[config.mk]
export PLATFORM = sky130hd
export DESIGN_NAME = alu_seq
export DESIGN_NICKNAME = d
export VERILOG_FILES = /design/src/rtl/alu_pkg.sv /design/src/rtl/alu_mul_iter.sv /design/src/rtl/alu_seq.sv
export SDC_FILE = /design/constraint.sdc
export NUM_CORES = 1
export LEC_CHECK = 0
export CORE_ASPECT_RATIO = 0.8
export CORE_MARGIN = 2
export CORE_UTILIZATION = 41
export DETAILED_ROUTE_END_ITERATION = 10
export GPL_TIMING_DRIVEN = 0
export PLACE_DENSITY = 0.71
export SETUP_SLACK_MARGIN = 0.05
export SLEW_MARGIN = 20
export SYNTH_ARGS = -nofsm -noshare
export SYNTH_HDL_FRONTEND = slang
export SYNTH_SLANG_ARGS = --single-unit
export TNS_END_PERCENT = 5
[constraint.sdc]
create_clock -name clk -period 3.1 [get_ports clk]
set_clock_uncertainty 0.1 [all_clocks]
set_input_delay 0.465 -clock clk [delete_from_list [all_inputs] [get_ports clk]]
set_output_delay 0.465 -clock clk [all_outputs]
set_load 0.005 [all_outputs]
[src/rtl/alu_pkg.sv]
// Shared encodings for the sequential ALU: op codes and control states.
package alu_pkg;

  typedef enum logic [2:0] {
    OP_ADD = 3'b000,
    OP_SUB = 3'b001,
    OP_AND = 3'b010,
    OP_OR  = 3'b011,
    OP_XOR = 3'b100,
    OP_SHL = 3'b101,
    OP_SHR = 3'b110,
    OP_MUL = 3'b111
  } op_e;

  typedef enum logic [1:0] {
    IDLE = 2'b00,
    BUSY = 2'b01,
    DONE = 2'b10
  } state_e;

  // MUL is the only op that takes the multi-cycle path.
  function automatic logic is_mul(input op_e op);
    return op == OP_MUL;
  endfunction

endpackage

[src/rtl/alu_mul_iter.sv]
// Iterative unsigned shift-add multiplier: one partial product per cycle.
// product/done describe the value after the step taken this cycle, so the
// caller can latch the final product on the same edge as the last step.
module alu_mul_iter #(
  parameter int WIDTH = 4
) (
  input  logic               clk,
  input  logic               n_reset,
  input  logic               start,
  input  logic [WIDTH-1:0]   a,
  input  logic [WIDTH-1:0]   b,
  output logic               done,
  output logic [2*WIDTH-1:0] product
);

  localparam int SHW = $clog2(WIDTH);
  localparam int PW  = 2 * WIDTH;
  localparam logic [SHW:0] CNT_ONE  = (SHW + 1)'(1);
  localparam logic [SHW:0] CNT_LAST = (SHW + 1)'(WIDTH - 1);

  logic [PW-1:0]    r_mcand;
  logic [WIDTH-1:0] r_mplier;
  logic [PW-1:0]    r_prod;
  logic [SHW:0]     r_cnt;
  logic             r_active;

  logic [PW-1:0]    w_prod_next;
  logic             w_last;

  assign w_prod_next = r_mplier[0] ? (r_prod + r_mcand) : r_prod;
  assign w_last      = r_active && (r_cnt == CNT_LAST);

  assign done    = w_last;
  assign product = w_prod_next;

  // Load operands on start, then add/shift once per cycle for WIDTH steps.
  always_ff @(posedge clk or negedge n_reset) begin
    if (!n_reset) begin
      // NOTE: sequential state uses non-blocking assignments so every register
      // samples the pre-edge values, independent of statement order.
      r_mcand  <= '0;
      r_mplier <= '0;
      r_prod   <= '0;
      r_cnt    <= '0;
      r_active <= 1'b0;
    end else if (start) begin
      r_mcand  <= {{WIDTH{1'b0}}, a};
      r_mplier <= b;
      r_prod   <= '0;
      r_cnt    <= '0;
      r_active <= 1'b1;
    end else if (r_active) begin
      r_prod   <= w_prod_next;
      r_mcand  <= r_mcand << 1;
      r_mplier <= r_mplier >> 1;
      r_cnt    <= r_cnt + CNT_ONE;
      if (w_last) r_active <= 1'b0;
    end
  end

endmodule

[src/rtl/alu_seq.sv]
// Handshaked sequential ALU: single-cycle ops plus an iterative multiply,
// with registered result and carry/zero flags held until accepted.
module alu_seq
  import alu_pkg::*;
#(
  parameter  int WIDTH = 4,
  localparam int SHW   = $clog2(WIDTH)
) (
  input  logic             clk,
  input  logic             n_reset,
  input  logic             in_valid,
  output logic             in_ready,
  input  logic [WIDTH-1:0] a,
  input  logic [WIDTH-1:0] b,
  input  logic [2:0]       op,
  output logic             out_valid,
  input  logic             out_ready,
  output logic [WIDTH-1:0] d,
  output logic             carry,
  output logic             zero
);

  state_e r_state;
  state_e w_state_next;

  logic [WIDTH-1:0] r_d;
  logic             r_carry;
  logic             r_zero;

  op_e              w_op;
  logic [SHW-1:0]   w_shamt;
  logic [WIDTH:0]   w_shl;
  logic [WIDTH:0]   w_shr;
  logic [WIDTH:0]   w_alu_ext;   // {carry, result}
  logic [WIDTH:0]   w_mul_ext;   // {carry, result}
  logic [WIDTH:0]   w_load_ext;

  logic             w_accept;
  logic             w_mul_start;
  logic             w_mul_done;
  logic [2*WIDTH-1:0] w_mul_prod;
  logic             w_load_alu;
  logic             w_load_mul;

  assign w_op    = op_e'(op);
  assign w_shamt = b[SHW-1:0];
  // The extra bit catches the last bit shifted out; a zero shift leaves it 0.
  assign w_shl   = {1'b0, a} << w_shamt;
  assign w_shr   = {a, 1'b0} >> w_shamt;

  // Single-cycle datapath producing {carry, result} for the non-MUL ops.
  always_comb begin
    // NOTE: a default before the case keeps every path assigned, so no latch.
    w_alu_ext = '0;
    unique case (w_op)
      OP_ADD:  w_alu_ext = {1'b0, a} + {1'b0, b};
      OP_SUB:  w_alu_ext = {1'b0, a} - {1'b0, b};  // top bit is the borrow
      OP_AND:  w_alu_ext = {1'b0, a & b};
      OP_OR:   w_alu_ext = {1'b0, a | b};
      OP_XOR:  w_alu_ext = {1'b0, a ^ b};
      OP_SHL:  w_alu_ext = w_shl;
      OP_SHR:  w_alu_ext = {w_shr[0], w_shr[WIDTH:1]};
      default: w_alu_ext = '0;                      // MUL uses the multiplier
    endcase
  end

  alu_mul_iter #(
    .WIDTH (WIDTH)
  ) u_mul (
    .clk     (clk),
    .n_reset (n_reset),
    .start   (w_mul_start),
    .a       (a),
    .b       (b),
    .done    (w_mul_done),
    .product (w_mul_prod)
  );

  assign w_mul_ext  = {|w_mul_prod[2*WIDTH-1:WIDTH], w_mul_prod[WIDTH-1:0]};
  assign w_load_ext = w_load_mul ? w_mul_ext : w_alu_ext;

  // Control: handshake decode and next-state selection.
  always_comb begin
    w_state_next = r_state;
    in_ready     = 1'b0;
    w_mul_start  = 1'b0;
    w_load_alu   = 1'b0;
    w_load_mul   = 1'b0;

    unique case (r_state)
      IDLE:    in_ready = 1'b1;
      DONE:    in_ready = out_ready;   // a hand-off frees the slot this cycle
      default: in_ready = 1'b0;
    endcase

    w_accept = in_valid & in_ready;

    unique case (r_state)
      IDLE, DONE: begin
        if (w_accept) begin
          if (is_mul(w_op)) begin
            w_state_next = BUSY;
            w_mul_start  = 1'b1;
          end else begin
            w_state_next = DONE;
            w_load_alu   = 1'b1;
          end
        end else if (r_state == DONE && out_ready) begin
          w_state_next = IDLE;
        end
      end
      BUSY: begin
        if (w_mul_done) begin
          w_state_next = DONE;
          w_load_mul   = 1'b1;
        end
      end
      default: w_state_next = IDLE;
    endcase
  end

  // State register.
  always_ff @(posedge clk or negedge n_reset) begin
    if (!n_reset) r_state <= IDLE;
    else          r_state <= w_state_next;
  end

  // Result and flag registers; they only change when a new result lands.
  always_ff @(posedge clk or negedge n_reset) begin
    if (!n_reset) begin
      r_d     <= '0;
      r_carry <= 1'b0;
      r_zero  <= 1'b0;
    end else if (w_load_alu || w_load_mul) begin
      r_d     <= w_load_ext[WIDTH-1:0];
      r_carry <= w_load_ext[WIDTH];
      r_zero  <= (w_load_ext[WIDTH-1:0] == '0);
    end
  end

  assign d         = r_d;
  assign carry     = r_carry;
  assign zero      = r_zero;
  assign out_valid = (r_state == DONE);

endmodule
# Word-level counts from Yosys, hierarchy flattened
# Index checks and enable logic that the tools add are counted.
# classes
div	0
reduce_logical	10
bitwise_logic	4
n_mul	0
eq_ne	12
n_addsub	4
muxes	28
shifts	2
magnitude_cmp	0
# ops
operator	n
8-bit 2-to-1 mux	5
5-bit case mux with 7 select lines	1
3-bit == test, second input constant	4
1-bit 2-to-1 mux	11
3-bit by 2-bit == test with 1-bit output, second input constant	3
8-bit adder	1
2-bit 2-to-1 mux	4
4-bit 2-to-1 mux	2
3-bit 2-to-1 mux	2
4-bit by 4-bit adder with 5-bit output	1
5-bit 2-to-1 mux	1
4-bit by 2-bit left shift with 5-bit output	1
5-bit by 2-bit right shift with 5-bit output	1
4-bit by 4-bit subtractor with 5-bit output	1
4-bit AND	1
4-bit zero test	1
4-bit OR	1
2-bit case mux with 2 select lines	1
4-bit OR reduction	1
4-bit bitwise XOR	1
3-bit by 1-bit adder with 3-bit output, second input constant	1
3-bit by 1-bit == test with 1-bit output, second input constant	1
3-bit zero test	1
3-bit inequality test, second input constant	1
11 further kinds	12
# totals
mem_count	0
latch_bits	0
input_bits	15
mem_bits_ro	0
ramBits	0
output_inout_bits	8
elab_cells	69
reg_bits	32

# Depth between registers and ports, before layout
# Gate-level depths: netlist of the first run.
# logic_depth
word_depth	6
depth_mapped	12
depth_no_buf	11

# Modules after synthesis
# From an unflattened synthesis of the first run, not the netlist that was laid out.
# hier_totals
cells_unflattened	296
area_unflattened_um2	2672.6
# modules_own_cells
mod	area_each_um2	cells_per_inst	n_inst	seq_area_each_um2
alu_mul_iter	1481.4	153	1	600.6
alu_seq	1191.1	143	1	200.2

# Worst setup path before layout of the first run
# No wires, ideal clock.
# synth_timing
path_type	input to register
from	input op[2]
to	register r_d[3] (netlist: d[3])
setup_time_ps	65
t_required_ps	2935
setup_slack_ps	458
path_buffers	1
t_arrival_ps	2477
cell_stages	12
path_cell_list	clkbuf_1 > inv_1 > and2_1 > nor2_1 > xnor2_1 > ha_1 > a21o_1 > a31oi_1 > xnor2_1 > mux2i_1 > a211oi_1 > mux2_2
# synth_via
elab_chain_len	5
word_cells_on_any_way	14
cone_classes	eq/ne: 7; mux: 5; reduce/logical: 2
# synth_lines
element	line_no	source
start, declared	alu_seq.sv:15	input logic [2:0] op,
3-bit == test	alu_pkg.sv:23	return op == OP_MUL;
1-bit 2-to-1 mux	alu_seq.sv:101	if (is_mul(w_op)) begin
1-bit 2-to-1 mux	alu_seq.sv:100	if (w_accept) begin
1-bit 2-to-1 mux	alu_seq.sv:98	unique case (r_state)
1-bit logical OR	alu_seq.sv:134	end else if (w_load_alu || w_load_mul) begin
end signal, assigned	alu_seq.sv:135	r_d <= w_load_ext[WIDTH-1:0];
end, declared	alu_seq.sv:26	logic [WIDTH-1:0] r_d;
# Parallel ways exist; a longest one is shown, timed or not.
# A chain may end at the register's enable or synchronous reset.

# Final worst setup path of the first run
# layout_timing
from	input op[2]
to	register r_carry (netlist: carry)
# layout_via
elab_chain_len	5
word_cells_on_any_way	14
cone_classes	eq/ne: 7; mux: 5; reduce/logical: 2
# layout_lines
element	line_no	source
3-bit == test	alu_pkg.sv:23	
1-bit 2-to-1 mux	alu_seq.sv:101	
1-bit 2-to-1 mux	alu_seq.sv:100	
1-bit 2-to-1 mux	alu_seq.sv:98	
1-bit logical OR	alu_seq.sv:134	
end signal, assigned	alu_seq.sv:136	r_carry <= w_load_ext[WIDTH];
end, declared	alu_seq.sv:27	logic r_carry;
# Parallel ways exist; a longest one is shown, timed or not.

==> impl_metrics.json, run 1 <==
{
  "grt_use_met1_pct": 27.9,
  "seq_area_frac_synth_pct": 30.5,
  "avgRoutedWirePerCell_um": 15.5,
  "seqCellArea_um2": 801,
  "multi_input_area_um2": 1670,
  "drc": 0,
  "synth.area.top_cells": "dfrtp_1 (31%), ha_1 (11%), mux2i_1 (7.3%), nand2_1 (5.0%), o21ai_0 (3.8%)",
  "ios": 23,
  "syn_nets": 341,
  "grt_max_degree": 22,
  "place_hpwl_um": 4760,
  "max_freq_mhz": 353,
  "die_w_um": 93.4,
  "worstSkewPairLatency_ns": 0.29,
  "endpoint_kind": "register",
  "synth_top_cell_by_area": "dfrtp_1",
  "setup_viol": 0,
  "io_buffers": 20,
  "p_total_mw": 2.11,
  "globalplace.congestion": 0.882,
  "grtUsageMet2_pct": 28.2,
  "fin_util_pct": 49.5,
  "wirelength_um": 6440,
  "slew_headroom_pct": 68.0,
  "synth-edff-count": 0,
  "clkTransAtPathRegs_ns": 0.07,
  "p_leak_nw": 1.43,
  "antenna_found_initial": 0,
  "cap_violations": 0,
  "worstHoldStart": "zero",
  "fin_crit_ns": 2.84,
  "tightest_slew_ns": 0.480,
  "critPathMaxFanout": 8,
  "die_y_um": 75.5,
  "grt_overflow": 0,
  "grt_use_total_pct": 19.4,
  "antenna_left": 0,
  "postCtsSetupBuffers": 0,
  "grt_pass1_wl_um": 10600,
  "cts.sinks": 32,
  "cp-start-kind": "primary input",
  "drv_slew": 0,
  "coreArea_um2": 6280,
  "synth_top_area_share_pct": 30.5,
  "p_per_area_nw_per_um2": 678,
  "setup_ws_ns": 0.264,
  "hold_ws_ns": 0.380,
  "hold_path.class": "reg -> reg",
  "drive_gt1_share_pct": 10.9,
  "period_share_pct": 91.5,
  "start_util_pct": 41.8,
  "crit_type": "in -> reg",
  "dr_total_vias": 2321,
  "cts_buffers": 5,
  "drtIter0Drc": 126,
  "syn_avg_cell_area_um2": 8.71,
  "cts_tree": "yes",
  "final_cells": 415,
  "vias_per_cell": 5.59,
  "n_fill_cell": 592,
  "cts.path.max_buffers": 2,
  "synth_seq_cells": 32,
  "grt_use_met3_pct": 4.55,
  "crit_start": "op[2]",
  "status": "finished clean",
  "max_stage_delay_ns": 0.45,
  "antenna_cells": 0,
  "path_cells": "clkbuf_1 > inv_1 > and2_1 > mux2i_1 > fa_1 > a21o_1 > a21oi_1 > xnor2_1 > nor3_2 > nor4_2 > a221oi_1",
  "netlist_area_um2": 2620,
  "grt_setup_unrepaired": "false",
  "ys_async_sr_fraction_pct": 100,
  "ys.flop_type": "dfrtp_1",
  "post-place-cells": 406,
  "ys_types": 50,
  "num-nets-final": 370,
  "hold_violations": 0,
  "num_rows": 26,
  "synthToLayoutAreaGrowth_pct": 18.5,
  "worst_path_max_delay_cell": "fa_1",
  "grt_pass1_vias": 2132,
  "cp.required_ns": 3.16,
  "cts-root-buf": "clkbuf_8",
  "r2r_start": "u_mul.r_prod[0]",
  "grt_busiest_layer": "met2",
  "arrival_ns": 2.90,
  "synth_warnings": 0,
  "die_area_um2": 7060,
  "first_pass_iters": 4,
  "pre_cts_ws_ns": -0.519,
  "synth_cells": 301,
  "ir_drop_mv": 0.219,
  "cts.htree.levels": 2
}
## cells in the final DEF, fill, tap and decap left out, types with 5 or more instances in the layout
| cell type | count |
|---|---|
| a31oi_1 | 5 |
| o21ai_0 | 20 |
| inv_1 | 19 |
| mux2_2 | 6 |
| mux2i_1 | 19 |
| nor2_1 | 25 |
| dfrtp_1 | 32 |
| nand3_1 | 12 |
| xnor2_1 | 10 |
| ha_1 | 23 |
| nand2_1 | 35 |
| a21o_1 | 5 |
| clkdlybuf4s50_1 | 16 |
| clkbuf_1 | 6 |
| clkbuf_8 | 9 |
| a21oi_1 | 19 |
## critical path: cells and delay by family
kind / cells / cell delay, ns
AND/OR/NAND/NOR: 3 / 0.67
buffers and inverters: 2 / 0.56
adder cells (fa/ha/maj): 1 / 0.45
AO/OA/AOI/OAI: 3 / 0.42
multiplexers: 1 / 0.17
XOR/XNOR: 1 / 0.16
## cell usage after synthesis (2+ instances only)
cell      number
nand2_1       35
dfrtp_1       32
nor2_1        25
ha_1          23
o21ai_0       20
a21oi_1       19
inv_1         19
mux2i_1       19
nand3_1       12
xnor2_1       10
clkbuf_1       7
mux2_2         6
a21o_1         5
a31oi_1        5
a211oi_1       4
nand2b_1       4
nor3_1         4
o31ai_1        4
buf_2          3
nand3b_1       3
nor4_1         3
and3_1         2
buf_4          2
buf_6          2
clkbuf_8       2
fa_1           2
nor2b_1        2
o221ai_1       2
o22ai_1        2
or3_1          2
xor2_1         2
## path summary, 6_finish.rpt
path                       slack [ns]  cells past startpoint                to
max reg2reg                      0.55                      8             carry
max in group asynchronous        2.00                      3  u_mul.r_mcand[0]
max                              0.26                     11             carry
min                              0.38                      2              zero
min in group asynchronous        0.49                      2  u_mul.r_mcand[2]
min reg2reg                      0.38                      2              zero
## cell families after synthesis
family	count (synthesis)	share of synthesized area (%)
AOI/OAI and AO/OA	75	18.4
xor gates and xnor gates	12	4.01
adders and majority gates	25	12.5
buffers and inverters	35	6.77
DFF	32	30.5
muxes	27	11.3
and+or+nand+nor	95	16.6
## where the power goes
group / internal, mW / total (mW) / switching [mW]
Combinational: 0.454 / 0.964 / 0.510
Clock: 0.284 / 0.451 / 0.168
Sequential: 0.571 / 0.692 / 0.121
## sequential cells by signal (all words and copies together) (netlist names)
name / flops
u_mul.r_prod: 8
d: 4
r_state: 2
u_mul.r_mcand: 8
zero: 1
u_mul.r_active: 1
u_mul.r_cnt: 3
carry: 1
u_mul.r_mplier: 4
## layout make-up
cell class | instances | share of cell area (%)
Multi-Input combinational cell | 234 | 53.7
Sequential cell | 32 | 25.8
Inverter | 19 | 2.29
Clock buffer | 7 | 3.10
Clock inverter | 1 | 0.966
Timing Repair Buffer | 22 | 7.37
Tap cell | 84 | 3.38
Buffer | 16 | 3.46
## what timing repair did
action                                  4_1_cts  5_1_grt
endpoints found under the setup margin        3        3
hold endpoints to repair                     11        0
pin swaps                                     0        0
hold buffers                                  1        0
gates resized for setup                       6        5
gates cloned                                  0        0
## through the flow
step	area (um^2)	TNS, ns
finish	3110	0
global route	3110	0
CTS	3100	0
detailed placement	2950	-1.68
global placement	2930	-1.49
floorplan	2620	0
## routing by layer
metal | share of wire, % | wire, um
met3 | 5.4 | 350
met2 | 43 | 2780
met4 | 1.8 | 115
met5 | 0 | 0
met1 | 50 | 3200
Note: power is estimated with default switching activity, not from simulation.
==> inputs of run 2 (changes only) <==
--- a/config.mk
+++ b/config.mk
@@ -5,12 +5,14 @@
 export SDC_FILE = /design/constraint.sdc
 export NUM_CORES = 1
 export LEC_CHECK = 0
+export CELL_PAD_IN_SITES_DETAIL_PLACEMENT = 1
+export CELL_PAD_IN_SITES_GLOBAL_PLACEMENT = 2
 export CORE_ASPECT_RATIO = 0.8
 export CORE_MARGIN = 2
-export CORE_UTILIZATION = 41
+export CORE_UTILIZATION = 36
 export DETAILED_ROUTE_END_ITERATION = 10
 export GPL_TIMING_DRIVEN = 0
-export PLACE_DENSITY = 0.71
+export PLACE_DENSITY = 0.91
 export SETUP_SLACK_MARGIN = 0.05
 export SLEW_MARGIN = 20
 export SYNTH_ARGS = -nofsm -noshare
==> run 2 against run 1 <==
Routed wire length rose by 15%. Clock power shrank 9.5%. Combinational power increased by 5%. Final cell count grew 0.96%. Non-clock buffer count rose by 1. Count of clock-buffer cells in the layout down 1. Critical path depth is 2 higher. Global-route usage up 0.63 points. Worst hold slack lost 0.0027 ns. Design area is 0.48% lower. Flip-flop and latch count stayed put.
==> impl_metrics.json, run 2 (same netlist as run 1, synthesis figures left out) <==
{
  "globalplace.congestion": 0.859,
  "final_cell_mix": "nand2_1 (35), dfrtp_1 (32), nor2_1 (25)",
  "cp.required_ns": 3.18,
  "drc": 0,
  "cap_violations": 0,
  "crit_type": "in -> reg",
  "hold_path_depth": 2,
  "hold_violations": 0,
  "cts.htree.levels": 2,
  "antenna_cells": 0,
  "die_area_um2": 7990,
  "setup_viol": 0,
  "first_pass_iters": 4,
  "r2r-end": "carry",
  "internal_power_mw": 1.27,
  "place_hpwl_um": 5680,
  "path_buf_inv": 3,
  "clockPowerShare_pct": 19.4,
  "endpoint_kind": "register",
  "reg2reg_depth": 8,
  "die_y_um": 80.3,
  "start_util_pct": 37.7,
  "dr_total_vias": 2321,
  "grt_setup_unrepaired": "false",
  "wirelength_um": 7420,
  "status": "finished clean",
  "seqPwrFrac_pct": 32.9,
  "critPathMaxFanout": 10,
  "drive_gt1_share_pct": 10.5,
  "pre_cts_ws_ns": -0.495,
  "path_cells": "clkdlybuf4s15_1 > buf_6 > inv_1 > ha_1 > nor2_1 > xnor2_1 > ha_1 > a21o_1 > a31oi_1 > xnor2_1 > mux2i_1 > a211oi_2 > mux2_2",
  "hold_path.class": "reg -> reg",
  "num_rows": 27,
  "p_leak_nw": 1.42,
  "worstHoldStart": "zero",
  "p_per_area_nw_per_um2": 681,
  "avgRoutedWirePerCell_um": 17.7,
  "p_total_mw": 2.11,
  "coreArea_um2": 6960,
  "rrSetupSlack_ns": 0.44,
  "vias_per_cell": 5.54,
  "grt_pass1_vias": 2428,
  "synthToLayoutAreaGrowth_pct": 17.9,
  "r2r_start": "u_mul.r_mcand[0]",
  "worstHoldEndpoint": "zero",
  "grt_overflow": 0,
  "max_freq_mhz": 351,
  "arrival_ns": 2.93,
  "reg_top3": "u_mul.r_mcand (8), u_mul.r_prod (8)",
  "setup_ws_ns": 0.251,
  "cts-root-buf": "clkbuf_8",
  "io_buffers": 20,
  "slew_headroom_pct": 64.0,
  "grt_use_total_pct": 20.0,
  "cts.sinks": 32,
  "period_share_pct": 91.9,
  "cts_buffers": 5,
  "drv_slew": 0,
  "switchingPower_mw": 0.840,
  "die_w_um": 99.4,
  "max_stage_delay_ns": 0.29,
  "power.share.switching_pct": 39.9,
  "worst_path_max_delay_cell": "clkdlybuf4s15_1",
  "ir_drop_mv": 0.242,
  "p_comb_share_pct": 47.8,
  "grt_pass1_wl_um": 12500,
  "clkTransAtPathRegs_ns": 0.07,
  "hold_ws_ns": 0.378,
  "num-nets-final": 371,
  "worstSkewPairLatency_ns": 0.30,
  "grt_max_degree": 25,
  "layout_commonest_cell": "nand2_1",
  "cp-start-kind": "primary input",
  "cts.path.max_buffers": 2,
  "cts_tree": "yes",
  "crit_family": "buffers and inverters",
  "drtIter0Drc": 103,
  "antenna_left": 0,
  "antenna_found_initial": 0,
  "ios": 23,
  "fin_crit_ns": 2.85,
  "tightest_slew_ns": 0.540
}
-- run 2: metal layers --
metal	track usage, %	part of all wire, %	vias up
li1	-	-	1127
met1	28.8	51	1137
met2	30.9	44	49
met3	4.79	4.4	8
met4	3.42	0.98	0
met5	0	0	-
-- run 2: area by class of cell --
class,count,area [um^2]
Buffer,16,108
Clock buffer,6,72.6
Sequential cell,32,801
Fill cell,840,3870
Timing Repair Buffer,23,234
Inverter,19,71.3
Clock inverter,2,35.0
Multi-Input combinational cell,234,1660
Tap cell,87,109
-- run 2: how the worst max path moves through the flow --
stage | from | endpoint | cells past startpoint
floorplan | op[2] | d[3] | 12
global placement | b[1] | carry | 10
detailed placement | b[1] | carry | 10
CTS | op[1] | d[3] | 12
global route | b[0] | d[3] | 13
finish | b[0] | d[3] | 13
-- run 2: per-stage QoR --
stage / util (%) / instances / TNS [ns] / cell area (um^2)
finish: 44.4 / 419 / 0 / 3090
global route: 44.4 / 419 / 0 / 3090
CTS: 44.4 / 419 / 0 / 3090
detailed placement: 42.3 / 409 / -1.63 / 2950
global placement: 42.1 / 408 / -1.55 / 2930
floorplan: - / 301 / 0 / 2620
-- run 2: what timing repair did --
item                                    4_1_cts  5_1_grt
endpoints found under the setup margin        3        3
gates resized for setup                       7        2
pin swaps                                     1        1
buffers inserted                              1        0
endpoints found under the hold margin         8        0
hold buffers                                  1        0
-- run 2: power groups by stage --
stage	logic [mW]	registers [mW]	clock network (mW)
floorplan	0.707	0.668	0
global placement	0.945	0.691	0
detailed placement	0.994	0.702	0
CTS	1.01	0.694	0.422
global route	1.12	0.716	0.448
finish	1.01	0.693	0.408
-- run 2: worst min-delay path: cells and delay by family (launching register included) --
kind | cells | cell delay (ns)
flops | 1 | 0.34
simple gates | 1 | 0.05
compound gates | 1 | 0.05
==> inputs of run 3 (changes only) <==
--- a/config.mk
+++ b/config.mk
@@ -5,13 +5,15 @@
 export SDC_FILE = /design/constraint.sdc
 export NUM_CORES = 1
 export LEC_CHECK = 0
+export CAP_MARGIN = 20
 export CELL_PAD_IN_SITES_DETAIL_PLACEMENT = 1
 export CELL_PAD_IN_SITES_GLOBAL_PLACEMENT = 2
 export CORE_ASPECT_RATIO = 0.8
-export CORE_MARGIN = 2
+export CORE_MARGIN = 3
 export CORE_UTILIZATION = 36
 export DETAILED_ROUTE_END_ITERATION = 10
 export GPL_TIMING_DRIVEN = 0
+export MAX_ROUTING_LAYER = met4
 export PLACE_DENSITY = 0.91
 export SETUP_SLACK_MARGIN = 0.05
 export SLEW_MARGIN = 20
==> run 3 against run 2 <==
Final cell count unchanged. Worst setup slack got worse by 0.089 ns. Count of clock-buffer cells in the layout unchanged. Worst hold slack improved by 0.0026 ns. Register-to-register slack improved by 0.10 ns. Fmax decreased by 3.0%. Die area increased by 4.6%. Highest routed layer unchanged. Core utilization decreased by 0.13 points. Routed wire length decreased by 1.8%. First-iteration DRC count increased by 16%.
==> impl_metrics.json, run 3 (same netlist as run 1, synthesis figures left out) <==
{
  "cap_violations": 0,
  "fin_area_um2": 3080,
  "grt_overflow": 0,
  "cp.required_ns": 3.16,
  "grt_use_total_pct": 19.1,
  "place_hpwl_um": 5590,
  "dr_total_vias": 2322,
  "first_pass_iters": 4,
  "setup_viol": 0,
  "grt_pass1_wl_um": 12100,
  "coreArea_um2": 6960,
  "arrival_ns": 2.99,
  "fin_crit_ns": 2.94,
  "start_util_pct": 37.7,
  "tns_ns": 0,
  "ir_drop_mv": 0.263,
  "power.share.switching_pct": 39.4,
  "layout_commonest_cell": "nand2_1",
  "clkTransAtPathRegs_ns": 0.07,
  "seqCellArea_um2": 801,
  "synthToLayoutAreaGrowth_pct": 17.6,
  "num-nets-final": 371,
  "grt_pass1_vias": 2296,
  "tightest_slew_ns": 0.553,
  "antenna_left": 0,
  "cts-root-buf": "clkbuf_8",
  "n_fill_cell": 832,
  "vias_per_cell": 5.54,
  "ios": 23,
  "dpl_cell_area_um2": 2950,
  "critPathMaxFanout": 8,
  "worstSkewPairLatency_ns": 0.29,
  "die_w_um": 101,
  "multi_input_area_um2": 1660,
  "die_y_um": 82.3,
  "endpoint_kind": "register",
  "die_area_um2": 8350,
  "hold_ws_ns": 0.380,
  "io_buffers": 20,
  "hold_path.class": "reg -> reg",
  "crit_type": "in -> reg",
  "globalplace.congestion": 0.868,
  "cts.path.max_buffers": 2,
  "final_cell_mix": "nand2_1 (35), dfrtp_1 (32), nor2_1 (25)",
  "drive_gt1_share_pct": 10.8,
  "avgRoutedWirePerCell_um": 17.4,
  "cp-start-kind": "primary input",
  "internal_power_mw": 1.27,
  "switchingPower_mw": 0.824,
  "grt_max_degree": 25,
  "hold_violations": 0,
  "seqPwrFrac_pct": 33.1,
  "slew_headroom_pct": 63.1,
  "cts.htree.levels": 2,
  "p_comb_share_pct": 47.5,
  "reg_top3": "u_mul.r_mcand (8), u_mul.r_prod (8)",
  "drv_slew": 0,
  "cts.sinks": 32,
  "p_per_area_nw_per_um2": 678,
  "drc": 0,
  "drtIter0Drc": 119,
  "max_freq_mhz": 340,
  "period_share_pct": 94.8,
  "clockPowerShare_pct": 19.4,
  "wirelength_um": 7290,
  "num_rows": 27,
  "p_leak_nw": 1.41,
  "antenna_found_initial": 0,
  "status": "finished clean",
  "antenna_cells": 0,
  "cts_tree": "yes",
  "grt_setup_unrepaired": "false",
  "cts_buffers": 5
}
## run 3: cell count changes in the layout (fill, tap and decap cells not counted)
cell / previous run / this run
clkbuf_2: 1 / 2
dlymetal6s2s_1: 1 / 0
dlygate4sd2_1: 1 / 2
clkdlybuf4s15_1: 1 / 0
## run 3: metal layers
metal	wire length, um	GRT usage, %
met5	0	-
met3	382	3.78
met2	3150	28.9
met4	42	3.05
met1	3710	27.1
## run 3: repair_timing
action                                  4_1_cts  5_1_grt
endpoints found under the setup margin        3        3
pin swaps                                     1        0
hold endpoints to repair                      8        0
setup buffers                                 1        0
hold buffers                                  1        0
gates resized for setup                       7        3
## run 3: final cells by class
cell class,instances,area share (%)
Buffer,16,3.49
Clock buffer,6,2.35
Clock inverter,2,1.14
Inverter,19,2.31
Multi-Input combinational cell,234,53.9
Sequential cell,32,26.0
Tap cell,87,3.53
Timing Repair Buffer,23,7.30
## run 3: final timing paths
kind | end | depth (start not counted) | slack (ns) | startpoint
worst max-delay path | carry | 11 | 0.16 | b[1]
worst min register to register | zero | 2 | 0.38 | zero
max in group asynchronous | u_mul.r_mcand[3] | 3 | 2.02 | n_reset
min in group asynchronous | d[0] | 2 | 0.46 | n_reset
worst max register to register | carry | 8 | 0.54 | u_mul.r_prod[0]
worst min-delay path | zero | 2 | 0.38 | zero
## run 3: worst max-delay path, cell delays in order
cell and delay [ns]:
dlygate4sd2_1 0.41, inv_1 0.19, ha_1 0.31, mux2i_1 0.10, fa_1 0.44, a21o_1 0.17, a21oi_1 0.17, xnor2_1 0.16
nor3_2 0.08, nor4_2 0.40, a221oi_1 0.09
## run 3: power groups by stage
stage	Combinational [mW]	Clock, mW	Sequential [mW]
2_1_floorplan	0.707	0	0.668
3_5_place_dp	0.986	0	0.700
4_1_cts	1.00	0.414	0.693
6_report	0.992	0.406	0.692
3_3_place_gp	0.946	0	0.692
5_1_grt	1.12	0.433	0.715
## run 3: through the flow
step | instances | util, % | total power [mW] | worst slack, ns
finish | 419 | 44.3 | 2.09 | 0.162
global placement | 408 | 42.1 | 1.64 | -0.502
CTS | 419 | 44.3 | 2.11 | 0.164
floorplan | 301 | - | 1.37 | 0.458
detailed placement | 409 | 42.3 | 1.69 | -0.542
global route | 419 | 44.3 | 2.27 | 0.0520
